## src/rtl/alu_ctrl_seq_if.sv

```systemverilog
// alu_ctrl_seq_if: EX-stage decode/sequencer bus between control, ALU and mult/div unit
interface alu_ctrl_seq_if #(parameter int OP_W = 4);
  logic            valid_in;
  logic [5:0]      Function;
  logic [2:0]      dataUC;
  logic [OP_W-1:0] Operacion;
  logic            illegal;
  logic            md_start;
  logic            md_op;
  logic            stall;
  logic            done;
  logic            hilo_we;
  modport master (
    output valid_in, Function, dataUC,
    input  Operacion, illegal, md_start, md_op, stall, done, hilo_we
  );
  modport slave (
    input  valid_in, Function, dataUC,
    output Operacion, illegal, md_start, md_op, stall, done, hilo_we
  );
endinterface

```

## src/rtl/alu_ctrl_seq.sv

```systemverilog
// alu_ctrl_seq: registered ALU opcode decode plus MULT/DIV launch/stall/complete sequencer
module alu_ctrl_seq #(
  parameter int DATA_W = 32,
  parameter int OP_W   = 4
) (
  input logic          clk,
  input logic          rst,
  alu_ctrl_seq_if.slave bus
);
  localparam int CW = $clog2(DATA_W);
  localparam logic [1:0] IDLE = 2'd0, START = 2'd1, RUN = 2'd2, DONE = 2'd3;
  localparam logic [3:0] NOP = 4'hf;
  logic [1:0]    state;
  logic [CW-1:0] cnt;
  logic [3:0]    op_q, fcode, code;
  logic          ill_q, mdop_q, is_md, accept;
  always_comb begin
    fcode = NOP;
    case (bus.Function)
      6'b100000: fcode = 4'h2;
      6'b100010: fcode = 4'h6;
      6'b100100: fcode = 4'h0;
      6'b100101: fcode = 4'h1;
      6'b100110: fcode = 4'h3;
      6'b100111: fcode = 4'hc;
      6'b101010: fcode = 4'h7;
      6'b000000: fcode = 4'h4;
      6'b000010: fcode = 4'h5;
      6'b011000: fcode = 4'h8;
      6'b011010: fcode = 4'h9;
      default:   fcode = NOP;
    endcase
    code = (bus.dataUC == 3'd0) ? 4'h2 :
           (bus.dataUC == 3'd1) ? 4'h6 :
           (bus.dataUC == 3'd2) ? fcode :
           (bus.dataUC == 3'd3) ? 4'h0 :
           (bus.dataUC == 3'd4) ? 4'h1 :
           (bus.dataUC == 3'd5) ? 4'h7 :
           (bus.dataUC == 3'd6) ? 4'h4 : NOP;
  end
  // NOP is only ever produced by an unsupported encoding, so it doubles as the illegal flag
  assign is_md  = code[3:1] == 3'b100;
  assign accept = state == IDLE || state == DONE;
  always_ff @(posedge clk or posedge rst) begin
    if (rst) begin
      state  <= IDLE;
      cnt    <= '0;
      op_q   <= NOP;
      ill_q  <= 1'b0;
      mdop_q <= 1'b0;
    end else if (accept) begin
      op_q  <= bus.valid_in ? code : NOP;
      ill_q <= bus.valid_in && code == NOP;
      state <= (bus.valid_in && is_md) ? START : IDLE;
      if (bus.valid_in && is_md) begin
        mdop_q <= code[0];
        cnt    <= CW'(DATA_W - 1);
      end
    end else if (state == START) begin
      state <= RUN;
    end else if (cnt == '0) begin
      state <= DONE;
    end else begin
      cnt <= cnt - 1'b1;
    end
  end
  assign bus.Operacion = OP_W'(op_q);
  assign bus.illegal   = ill_q;
  assign bus.md_op     = mdop_q;
  assign bus.md_start  = state == START;
  assign bus.done      = state == DONE;
  assign bus.hilo_we   = state == DONE;
  assign bus.stall     = (accept && bus.valid_in && is_md) || state == START || state == RUN;
endmodule
```

## src/flat_wrapper.sv

```systemverilog
// flat-port wrapper written by rule: the top's interface ports become plain ports
module alu_ctrl_seq_flat 
#(
  parameter int DATA_W = 32,
  parameter int OP_W   = 4
)
  (clk, rst, bus_valid_in, bus_Function, bus_dataUC, bus_Operacion, bus_illegal, bus_md_start, bus_md_op, bus_stall, bus_done, bus_hilo_we);
  alu_ctrl_seq_if #(.OP_W(OP_W)) bus_i ();
  input logic clk;
  input logic rst;
  input wire logic [$bits(bus_i.valid_in)-1:0] bus_valid_in;
  input wire logic [$bits(bus_i.Function)-1:0] bus_Function;
  input wire logic [$bits(bus_i.dataUC)-1:0] bus_dataUC;
  output wire logic [$bits(bus_i.Operacion)-1:0] bus_Operacion;
  output wire logic [$bits(bus_i.illegal)-1:0] bus_illegal;
  output wire logic [$bits(bus_i.md_start)-1:0] bus_md_start;
  output wire logic [$bits(bus_i.md_op)-1:0] bus_md_op;
  output wire logic [$bits(bus_i.stall)-1:0] bus_stall;
  output wire logic [$bits(bus_i.done)-1:0] bus_done;
  output wire logic [$bits(bus_i.hilo_we)-1:0] bus_hilo_we;
  assign bus_i.valid_in = bus_valid_in;
  assign bus_i.Function = bus_Function;
  assign bus_i.dataUC = bus_dataUC;
  assign bus_Operacion = bus_i.Operacion;
  assign bus_illegal = bus_i.illegal;
  assign bus_md_start = bus_i.md_start;
  assign bus_md_op = bus_i.md_op;
  assign bus_stall = bus_i.stall;
  assign bus_done = bus_i.done;
  assign bus_hilo_we = bus_i.hilo_we;
  alu_ctrl_seq #(.DATA_W(DATA_W), .OP_W(OP_W)) u_core (.clk(clk), .rst(rst), .bus(bus_i));
endmodule
```

## config.mk

```make
export PLATFORM = sky130hd
export DESIGN_NAME = alu_ctrl_seq_flat
export DESIGN_NICKNAME = d
export VERILOG_FILES = /design/src/rtl/alu_ctrl_seq_if.sv /design/src/rtl/alu_ctrl_seq.sv /design/src/flat_wrapper.sv
export SDC_FILE = /design/constraint.sdc
export NUM_CORES = 1
export LEC_CHECK = 0
export ABC_AREA = 1
export BUFFER_PORTS_ARGS = -buffer_cell sky130_fd_sc_hd__buf_4
export CAP_MARGIN = 20
export CORE_UTILIZATION = 40
export DETAILED_ROUTE_END_ITERATION = 16
export GPL_TIMING_DRIVEN = 0
export RECOVER_POWER = 25
export REMOVE_ABC_BUFFERS = 1
export SYNTH_ARGS = -nofsm -noshare
export SYNTH_HDL_FRONTEND = slang
export SYNTH_SLANG_ARGS = --single-unit
export TNS_END_PERCENT = 30
```

## constraint.sdc

```tcl
create_clock -name clk -period 4 [get_ports clk]
set_input_delay 0.6 -clock clk [delete_from_list [all_inputs] [get_ports clk]]
set_output_delay 0.6 -clock clk [all_outputs]
set_load 0.005 [all_outputs]
```

-- After elaboration in Yosys (flattened, before gate mapping)
Cells that the tools add are included.
- register bits: 13
- output and inout port bits: 10
- word-level logic and storage cells: 61
- bits in writable memories: 0
- bits in read-only memories: 0
- bits of input ports: 12
- memories kept: 0
- bits in latches: 0
- mux-type cells: 17
- shifts and indexed selects: 0
- $lt $le $gt $ge: 0
- $add $sub $neg: 1
- equality and inequality tests: 24
- div/mod/pow operators: 0
- bitwise logic cells: 0
- multiply operators: 0
- reduce and logical (&&, ||, !) cells: 14
- operator list (kind ; number):
    $pmux W4 S11 ; 1
    $eq A6 B6 Y1 const B ; 7
    $mux W4 ; 8
    $mux W5 ; 4
    $eq A3 B3 Y1 const B ; 4
    $eq A6 B5 Y1 const B ; 2
    $eq A3 B2 Y1 const B ; 2
    $eq A6 B2 Y1 const B ; 1
    $logic_not A6 Y1 ; 1
    $mux W2 ; 3
    $logic_not A5 Y1 ; 1
    $sub A5 B1 Y5 const B ; 1
    $eq A2 B2 Y1 const B ; 2
    $eq A4 B4 Y1 const B ; 1
    $logic_and A1 B1 Y1 ; 4
    $ne A2 B1 Y1 const B ; 2
    $eq A3 B1 Y1 const B ; 1
    $logic_not A3 Y1 ; 1
    $logic_or A1 B1 Y1 ; 3
    $reduce_and A3 Y1 ; 1
    $reduce_bool A3 Y1 ; 1
    $eq A2 B1 Y1 const B ; 1
    $logic_not A2 Y1 ; 1
    $ne A2 B2 Y1 const B ; 1
    other kinds (2) ; 2

-- Depth between registers and ports, before layout
Gate-level depths: netlist of run 1.
- depth in word-level cells: 12
- depth in mapped cells: 15
- depth with buffers taken out: 15

-- Worst setup path after synthesis of run 1
No wires, ideal clock.
- path kind: input-to-output
- from: input bus_Function[5]
- to: output bus_stall
- setup slack: 1.844 ns
- required time: 3.400 ns
- stages: 12
- arrival time: 1.556 ns
- buffers on the path: 0
- path through: inv_1 nor2_4 nand3_1 nand2_1 nor2_2 nand2_2 nand2_2 nand2_2 nand3_2 nor2_4 inv_1 nand2_1
- word-level cells in the longest chain between the ends: 9
- elaborated cells on any way between the ends: 19
- classes of those cells: eq/ne (11); mux (4); reduce/logical (4)
- RTL lines (what ; RTL line ; RTL):
    start: declaration ; flat_wrapper.sv:12 ; input wire logic [$bits(bus_i.Function)-1:0] bus_Function;
    $eq A6 B5 Y1, or another cell as far along ; alu_ctrl_seq.sv:19 ; case (bus.Function)
    $pmux W4 S11 * ; alu_ctrl_seq.sv:19 ;
    $mux W4 * ; alu_ctrl_seq.sv:35 ; (bus.dataUC == 3'd2) ? fcode :
    $mux W4 * ; alu_ctrl_seq.sv:34 ; (bus.dataUC == 3'd1) ? 4'h6 :
    $mux W4 * ; alu_ctrl_seq.sv:33 ; code = (bus.dataUC == 3'd0) ? 4'h2 :
    $eq A3 B3 Y1 * ; alu_ctrl_seq.sv:42 ; assign is_md = code[3:1] == 3'b100;
    $logic_and A1 B1 Y1 * ; alu_ctrl_seq.sv:73 ; assign bus.stall = (accept && bus.valid_in && is_md) || state == START || state == RUN;
    $logic_or A1 B1 Y1 * (2 in a row) ; alu_ctrl_seq.sv:73 ;
    end: declaration ; flat_wrapper.sv:18 ; output wire logic [$bits(bus_i.stall)-1:0] bus_stall;
Every way passes the cells marked *; elsewhere a longest branch is shown, timed or not.

-- Worst setup path in the final report of run 1
- from: register u_core.state[0]
- to: output bus_stall
- word-level cells in the longest chain between the ends: 6
- elaborated cells on any way between the ends: 9
- classes of those cells: eq/ne (3); reduce/logical (6)
- RTL lines (what ; RTL line ; RTL):
    start: declaration ; alu_ctrl_seq.sv:13 ; logic [1:0] state;
    start signal: assignment ; alu_ctrl_seq.sv:54 ; state <= (bus.valid_in && is_md) ? START : IDLE;
    $eq A2 B2 Y1 or $logic_not A2 Y1 (tied branches) ; alu_ctrl_seq.sv:43 ; assign accept = state == IDLE || state == DONE;
    $logic_or A1 B1 Y1 * ; alu_ctrl_seq.sv:43 ;
    via u_core.accept ; alu_ctrl_seq.sv:16 ; logic ill_q, mdop_q, is_md, accept;
    $logic_and A1 B1 Y1 * (2 in a row) ; alu_ctrl_seq.sv:73 ;
    $logic_or A1 B1 Y1 * (2 in a row) ; alu_ctrl_seq.sv:73 ;
The timed path passes the listed nets; every way through them passes the cells marked *.

==> reports/results.ini, run 1 <==
[power]
swShare_pct = 40.41
cellPowerDensity_mw_per_mm2 = 488.4
seqPwrFrac_pct = 38.0
peakVddDrop_mv = 0.2984
p_int_uw = 353.6
clockPowerShare_pct = 13.9
p_leak_nw = 0.6542
total_power_uw = 593.3
p_comb_share_pct = 48.1
p_sw_uw = 239.7

[cts]
ctsRootBufferMaster = clkbuf_4
cts.hold.buffers_added = 0
clock_sinks = 13
cts_setup_buffers = 0
clockBufferDepth = 2
numCtsBuffers = 3
clk_latency_ns = 0.28
h-tree-depth = 1
cts_resized = 0
clk_pin_slew_ns = 0.08
tritoncts = done

[finish]
drive_gt1_share_pct = 30.18
multi_input_area_um2 = 568.0
nets = 187
seqCellArea_um2 = 330.3
diodes = 0
mostFrequentLayoutCell = nand2_1
n_fill_cell = 236
syn2layout_area_growth_pct = 20.62
most-common-layout-cells = nand2_1 (38), inv_1 (22), nand3_1 (21)

[sta]
rsz0062_at_grt = no
period_share_pct = 64.73
setup_viol = 0
worstMarginPinSlew_ns = 0.4987
tns_ns = 0
period_needed_ns = 2.589
setup_ws_ns = 1.411
slew_headroom_pct = 66.71
skew_ns = 0.004544
hold_slack_ns = 0.3422
fmax_ghz = 0.3862
slew_violations = 0
hold_violations = 0

[worst_setup_path]
start_kind = flop
critPathKind = flop to output pin
rr_worst_depth = 10
cp.arrival_ns = 1.99
crit_fanout = 8
worstPathRequired_ns = 3.40
end_kind = output pin

[die]
chipWidth_um = 52.18
core.rowCount = 17
fp.dieH_um = 52.18
pin_count = 22
die-area_mm2 = 0.002723
initial_utilization_pct = 43.85
core_mm2 = 0.002297

[detailed_routing]
drt-pass1-iter-count = 4
antenna_left = 0
vias_per_cell = 4.838
dr.first_iter.drc_count = 14
drc = 0
vias = 953
post_drt_wl_per_cell_um = 10.36
routed_wl_um = 2040

[status]
status = complete, no violations

[placed_design]
io_buffers = 21
post-dp-hpwl_um = 1648
globalplace.congestion = 0.8306
pre_cts_ws_ns = 1.504

[global_routing]
grt_pass1_wl_um = 3698
grt_max_degree = 14
gr-total-overflow = 0
antenna_found_initial = 0
track_usage_pct = 18.56
grt_pass1_vias = 903

[logic_synthesis]
syn_area_per_cell_um2 = 6.899
yosys_warnings = 0
yosysSeqAreaShare_pct = 32.80
synthDistinctLibCells = 26
syn_area_mm2 = 0.001007
synth_cells = 146
ys_ff_latch = 13

[min_path]
hold_path_class = input pin to async pin

[job]
max_cap_viol_count = 0

## worst max-delay path, cell delays in order (launching register included)
cell	delay [ns]
dfrtp_1	0.41
inv_1	0.06
ha_1	0.43
nand2_1	0.15
inv_1	0.14
nand3_2	0.11
nor2_4	0.18
inv_1	0.08
nand2_1	0.06
buf_4	0.10
## state kept, by name, summed over array words and instances (netlist names)
signal and count:
u_core.cnt 5, u_core.bus.Operacion 4, u_core.state 2, u_core.bus.illegal 1, u_core.bus.md_op 1
## final timing paths
path,startpoint,end,slack (ns)
setup reg to reg,u_core.state[0],u_core.cnt[3],2.14
hold reg to reg,u_core.bus.md_op,u_core.bus.md_op,0.48
min in group clk,u_core.bus.md_op,u_core.bus.md_op,0.48
hold / removal,rst,u_core.cnt[0],0.34
setup / recovery,u_core.state[0],bus_stall,1.41
max in group asynchronous,rst,u_core.bus.Operacion[2],3.30
## synth_stat cells (all sizes together)
master | n | area (um^2)
nor2 | 18 | 97.60
inv | 26 | 97.59
nand3 | 22 | 115.1
nand4 | 1 | 6.260
o22a | 1 | 10.01
dfstp | 4 | 105.1
dfrtp | 9 | 225.2
ha | 5 | 62.56
and2 | 1 | 6.260
o21ai | 2 | 10.01
buf | 1 | 7.510
nand2 | 45 | 196.4
o2111ai | 1 | 8.760
clkbuf | 1 | 3.750
and3 | 1 | 6.260
a31oi | 1 | 6.260
or2 | 2 | 12.51
a21oi | 2 | 10.01
o211ai | 1 | 7.510
o22ai | 2 | 12.51
## layer usage
metal / GRT usage, % / vias to the layer above / part of all wire (%)
met1: 22.70 / 417 / 48
li1: - / 506 / -
met2: 30.98 / 26 / 47
met4: 9.211 / 0 / 2.1
met3: 3.478 / 4 / 3.3
met5: 0 / - / 0
## cell families (layout without fill, tap and decap cells)
family	Yosys count	after routing	synth area share [%]
adders and majority gates	5	5	6.211
DFF	13	13	32.80
and+or+nand+nor	90	90	43.73
AOI/OAI and AO/OA	10	10	6.460
buffers and inverters	28	51	10.81
## power groups by stage
stage	Combinational (mW)	Clock, mW	Sequential, mW
after detailed placement	0.286	0	0.228
final	0.286	0.0823	0.225
after CTS	0.287	0.0849	0.226
after floorplan	0.192	0	0.224
after global routing	0.328	0.0924	0.233
after global placement	0.279	0	0.226
## area by class of cell
type	count	share of cell area (%)
timing repair buffer	21	12.98
clock buffer	4	2.163
tap	28	2.884
sequential	13	27.19
inverter	26	8.033
multi-input combinational	105	46.76
## through the flow
| stage | std cells | util (%) | instance area (um^2) |
|---|---|---|---|
| after floorplan | 144 | - | 996.0 |
| after global placement | 193 | 51.74 | 1189 |
| after detailed placement | 193 | 51.74 | 1189 |
| after CTS | 197 | 52.89 | 1215 |
| after global routing | 197 | 52.89 | 1215 |
| final | 197 | 52.89 | 1215 |
Power figures use the tool's default switching activity.
==> run 2: changes to the inputs <==
--- a/config.mk
+++ b/config.mk
@@ -5,7 +5,7 @@
 export SDC_FILE = /design/constraint.sdc
 export NUM_CORES = 1
 export LEC_CHECK = 0
-export ABC_AREA = 1
+export ABC_AREA = 0
 export BUFFER_PORTS_ARGS = -buffer_cell sky130_fd_sc_hd__buf_4
 export CAP_MARGIN = 20
 export CORE_UTILIZATION = 40
==> constraint.sdc (replaced) <==
create_clock -name clk -period 2.3 [get_ports clk]
set_input_delay 0.345 -clock clk [delete_from_list [all_inputs] [get_ports clk]]
set_output_delay 0.345 -clock clk [all_outputs]
set_load 0.005 [all_outputs]
==> reports/results.ini, run 2 <==
[sta]
setup_viol = 0  ; unchanged
slew_violations = 0  ; unchanged
skew_ns = 0.0005791  ; -0.003965 ns
period_share_pct = 95.13
slew_headroom_pct = 63.47  ; -3.2 points
worstMarginPinSlew_ns = 0.5465  ; +0.04779 ns
period_needed_ns = 2.188
fmax_ghz = 0.4571
hold_violations = 0  ; unchanged

[die]
initial_utilization_pct = 42.90  ; -0.95 points
chipWidth_um = 51.17  ; -1.9%
die-area_mm2 = 0.002618  ; -3.8%
core_mm2 = 0.002255  ; -1.9%
core.rowCount = 17  ; unchanged
fp.dieH_um = 51.17  ; -1.9%
pin_count = 22  ; unchanged

[placed_design]
io_buffers = 21  ; unchanged
dp_cells = 153  ; -21%
post-dp-hpwl_um = 1482  ; -10%
globalplace.congestion = 0.7637  ; -8.1%

[logic_synthesis]
synth_top_cell_by_area = dfrtp_1
yosys_warnings = 0  ; unchanged
synthTopCellsByArea = dfrtp_1 (23%), dfstp_2 (11%), ha_1 (6.5%)
yosys_most_used_dff = dfrtp_1
yosysSeqAreaShare_pct = 34.15  ; +1.4 points
synthDistinctLibCells = 40  ; +54%
yosysMostFrequentCell = nor2_1
ys_ff_latch = 13  ; unchanged
synth_cells = 110  ; -25%
synth-edff-count = 0  ; unchanged
synthArstFlopShare_pct = 100.0  ; unchanged
syn_area_um2 = 967.2  ; -4.0%
syn_area_per_cell_um2 = 8.793  ; +27%
synth_common_cells = nor2_1 (15), dfrtp_1 (9), inv_1 (9)
yosysTopAreaCellShare_pct = 23.29  ; +0.93 points

[power]
peakVddDrop_mv = 0.3078  ; +3.1%
p_int_uw = 459.6  ; +30%
clockPowerShare_pct = 20.2  ; +6.3 points
p_comb_share_pct = 31.4  ; -17 points
swShare_pct = 34.34  ; -6.1 points
seqPwrFrac_pct = 48.4  ; +10 points
cellPowerDensity_mw_per_mm2 = 585.8  ; +20%
p_sw_uw = 240.4  ; +0.26%
p_leak_nw = 0.5241  ; -20%

[cts]
clockBufferDepth = 2  ; unchanged
ctsRootBufferMaster = clkbuf_4
tritoncts = done
clk_latency_ns = 0.27  ; about the same
clock_sinks = 13  ; unchanged
numCtsBuffers = 3  ; unchanged
cts.hold.buffers_added = 0  ; unchanged
clk_pin_slew_ns = 0.08  ; about the same
h-tree-depth = 1  ; unchanged

[worst_setup_path]
crit_start = u_core.state[0]
end_kind = output pin
crit-reg2reg-launch = u_core.state[0]
worst_r2r_endpoint = u_core.cnt[3]
crit_fanout = 14  ; +6
worstPathRequired_ns = 1.96  ; -1.44 ns
cp_slowest_cell = dfrtp_1
crit_chain = inv_1 > ha_4 > nand2_1 > nor3_4 > nand3_4 > nand2_1 > buf_4
critPathKind = flop to output pin
rr_worst_depth = 5  ; -5
crit_top_cell = nand2_1
start_kind = flop
cp.arrival_ns = 1.84  ; -0.15 ns
crit_buf_inv = 2  ; -2
r2r_slack_ns = 0.47  ; -1.67 ns
crit_family = simple AND/OR/NAND/NOR gates
slowest_delay_ns = 0.39  ; -0.04 ns

[finish]
syn2layout_area_growth_pct = 23.54
nets = 150  ; -20%
seqCellArea_um2 = 330.3  ; unchanged
diodes = 0  ; unchanged
layout.cells.non_filler = 160  ; -19%
final_util_pct = 53.00  ; +0.11 points
drive_gt1_share_pct = 31.06  ; +0.88 points
multi_input_area_um2 = 585.6  ; +3.1%
largest_register_ffs = 5  ; unchanged
regMostFlops = u_core.cnt
n_fill_cell = 214  ; -9.3%
most-common-layout-cells = buf_4 (23), nor2_1 (15), inv_1 (9), dfrtp_1 (9), a21oi_1 (7)
mostFrequentLayoutCell = buf_4

[global_routing]
antenna_found_initial = 0  ; unchanged
grt_max_degree = 15  ; +1
grt_pass1_vias = 760  ; -16%
grt_pass1_wl_um = 3256  ; -12%
track_usage_pct = 16.39  ; -2.2 points
gr-total-overflow = 0  ; unchanged

[detailed_routing]
antenna_left = 0  ; unchanged
drc = 0  ; unchanged
routed_wl_um = 1903  ; -6.7%
vias = 866  ; -9.1%
vias_per_cell = 5.413  ; +12%
drt-pass1-iter-count = 4  ; unchanged
post_drt_wl_per_cell_um = 11.89  ; +15%
dr.first_iter.drc_count = 17  ; +3

[min_path]
hold_path_class = input pin to async pin

[status]
status = complete, no violations

[job]
max_cap_viol_count = 0  ; unchanged

[run 2: cell types whose count changed after synthesis, sizes merged, moves of 3 or more]
cell    delta
buf        +3
nand2b     +3
or4        +3
inv       -16
nor2       -3
a21oi      +5
nor4       +3
nand2     -39
nor3       +3
o21ai      +4
nand3     -19
[run 2: per-layer routing]
layer / vias to the layer above / part of all wire [%] / global-route usage (%)
li1: 444 / - / -
met1: 400 / 48 / 21.96
met2: 20 / 48 / 26.32
met3: 2 / 3.4 / 2.083
met4: 0 / 0.63 / 6.944
met5: - / 0 / 0
[run 2: kinds of logic (layout without fill, tap and decap cells)]
| kind of cell | Yosys count | in the layout | share of synthesized area, % |
|---|---|---|---|
| buffers and inverters | 16 | 38 | 7.244 |
| adders and majority gates | 7 | 7 | 8.538 |
| AOI/OAI and AO/OA | 28 | 28 | 20.44 |
| and+or+nand+nor | 44 | 44 | 27.17 |
| xor gates and xnor gates | 1 | 1 | 0.9057 |
| DFF | 13 | 13 | 34.15 |
| muxes | 1 | 1 | 1.552 |
[run 2: area by class of cell]
class	count	area share [%]
sequential	13	27.64
clock buffer	4	2.199
tap	28	2.932
inverter	10	3.141
timing repair buffer	24	15.08
multi-input combinational	81	49.01
[run 2: metrics by stage]
step | instance area (um^2) | power [mW] | hold WS, ns | setup WS (ns) | TNS (ns)
after CTS | 1172 | 0.7075 | 0.1076 | 0.05083 | 0
after floorplan | 934.6 | 0.4736 | 0.2191 | 0.4241 | 0
after global placement | 1127 | 0.5496 | 0.4056 | 0.1447 | 0
after detailed placement | 1127 | 0.5598 | 0.4146 | 0.1412 | 0
final | 1195 | 0.7000 | 0.09398 | 0.1121 | 0
after global routing | 1195 | 0.7514 | 0.1352 | -0.004293 | -0.004293
[run 2: power groups by stage]
| stage | sequential [mW] | clock (mW) | combinational, mW |
|---|---|---|---|
| floorplan | 0.331 | 0 | 0.142 |
| global placement | 0.339 | 0 | 0.211 |
| detailed placement | 0.340 | 0 | 0.219 |
| CTS | 0.336 | 0.149 | 0.222 |
| global route | 0.343 | 0.159 | 0.249 |
| finish | 0.339 | 0.141 | 0.220 |
[run 2: how the worst max path moves through the flow]
stage                     slack, ns       endpoint  cells after the start
after floorplan                0.42  u_core.cnt[3]                      5
after global placement         0.14      bus_stall                      7
after detailed placement       0.14      bus_stall                      7
after CTS                      0.05      bus_stall                      7
after global routing         -0.004      bus_stall                      7
final                          0.11      bus_stall                      7
[run 2: what timing repair did]
item                                    4_1_cts  5_1_grt
gates resized for setup                       3        0
buffers inserted                              0        3
pin swaps                                     1        1
endpoints found under the setup margin        1        1
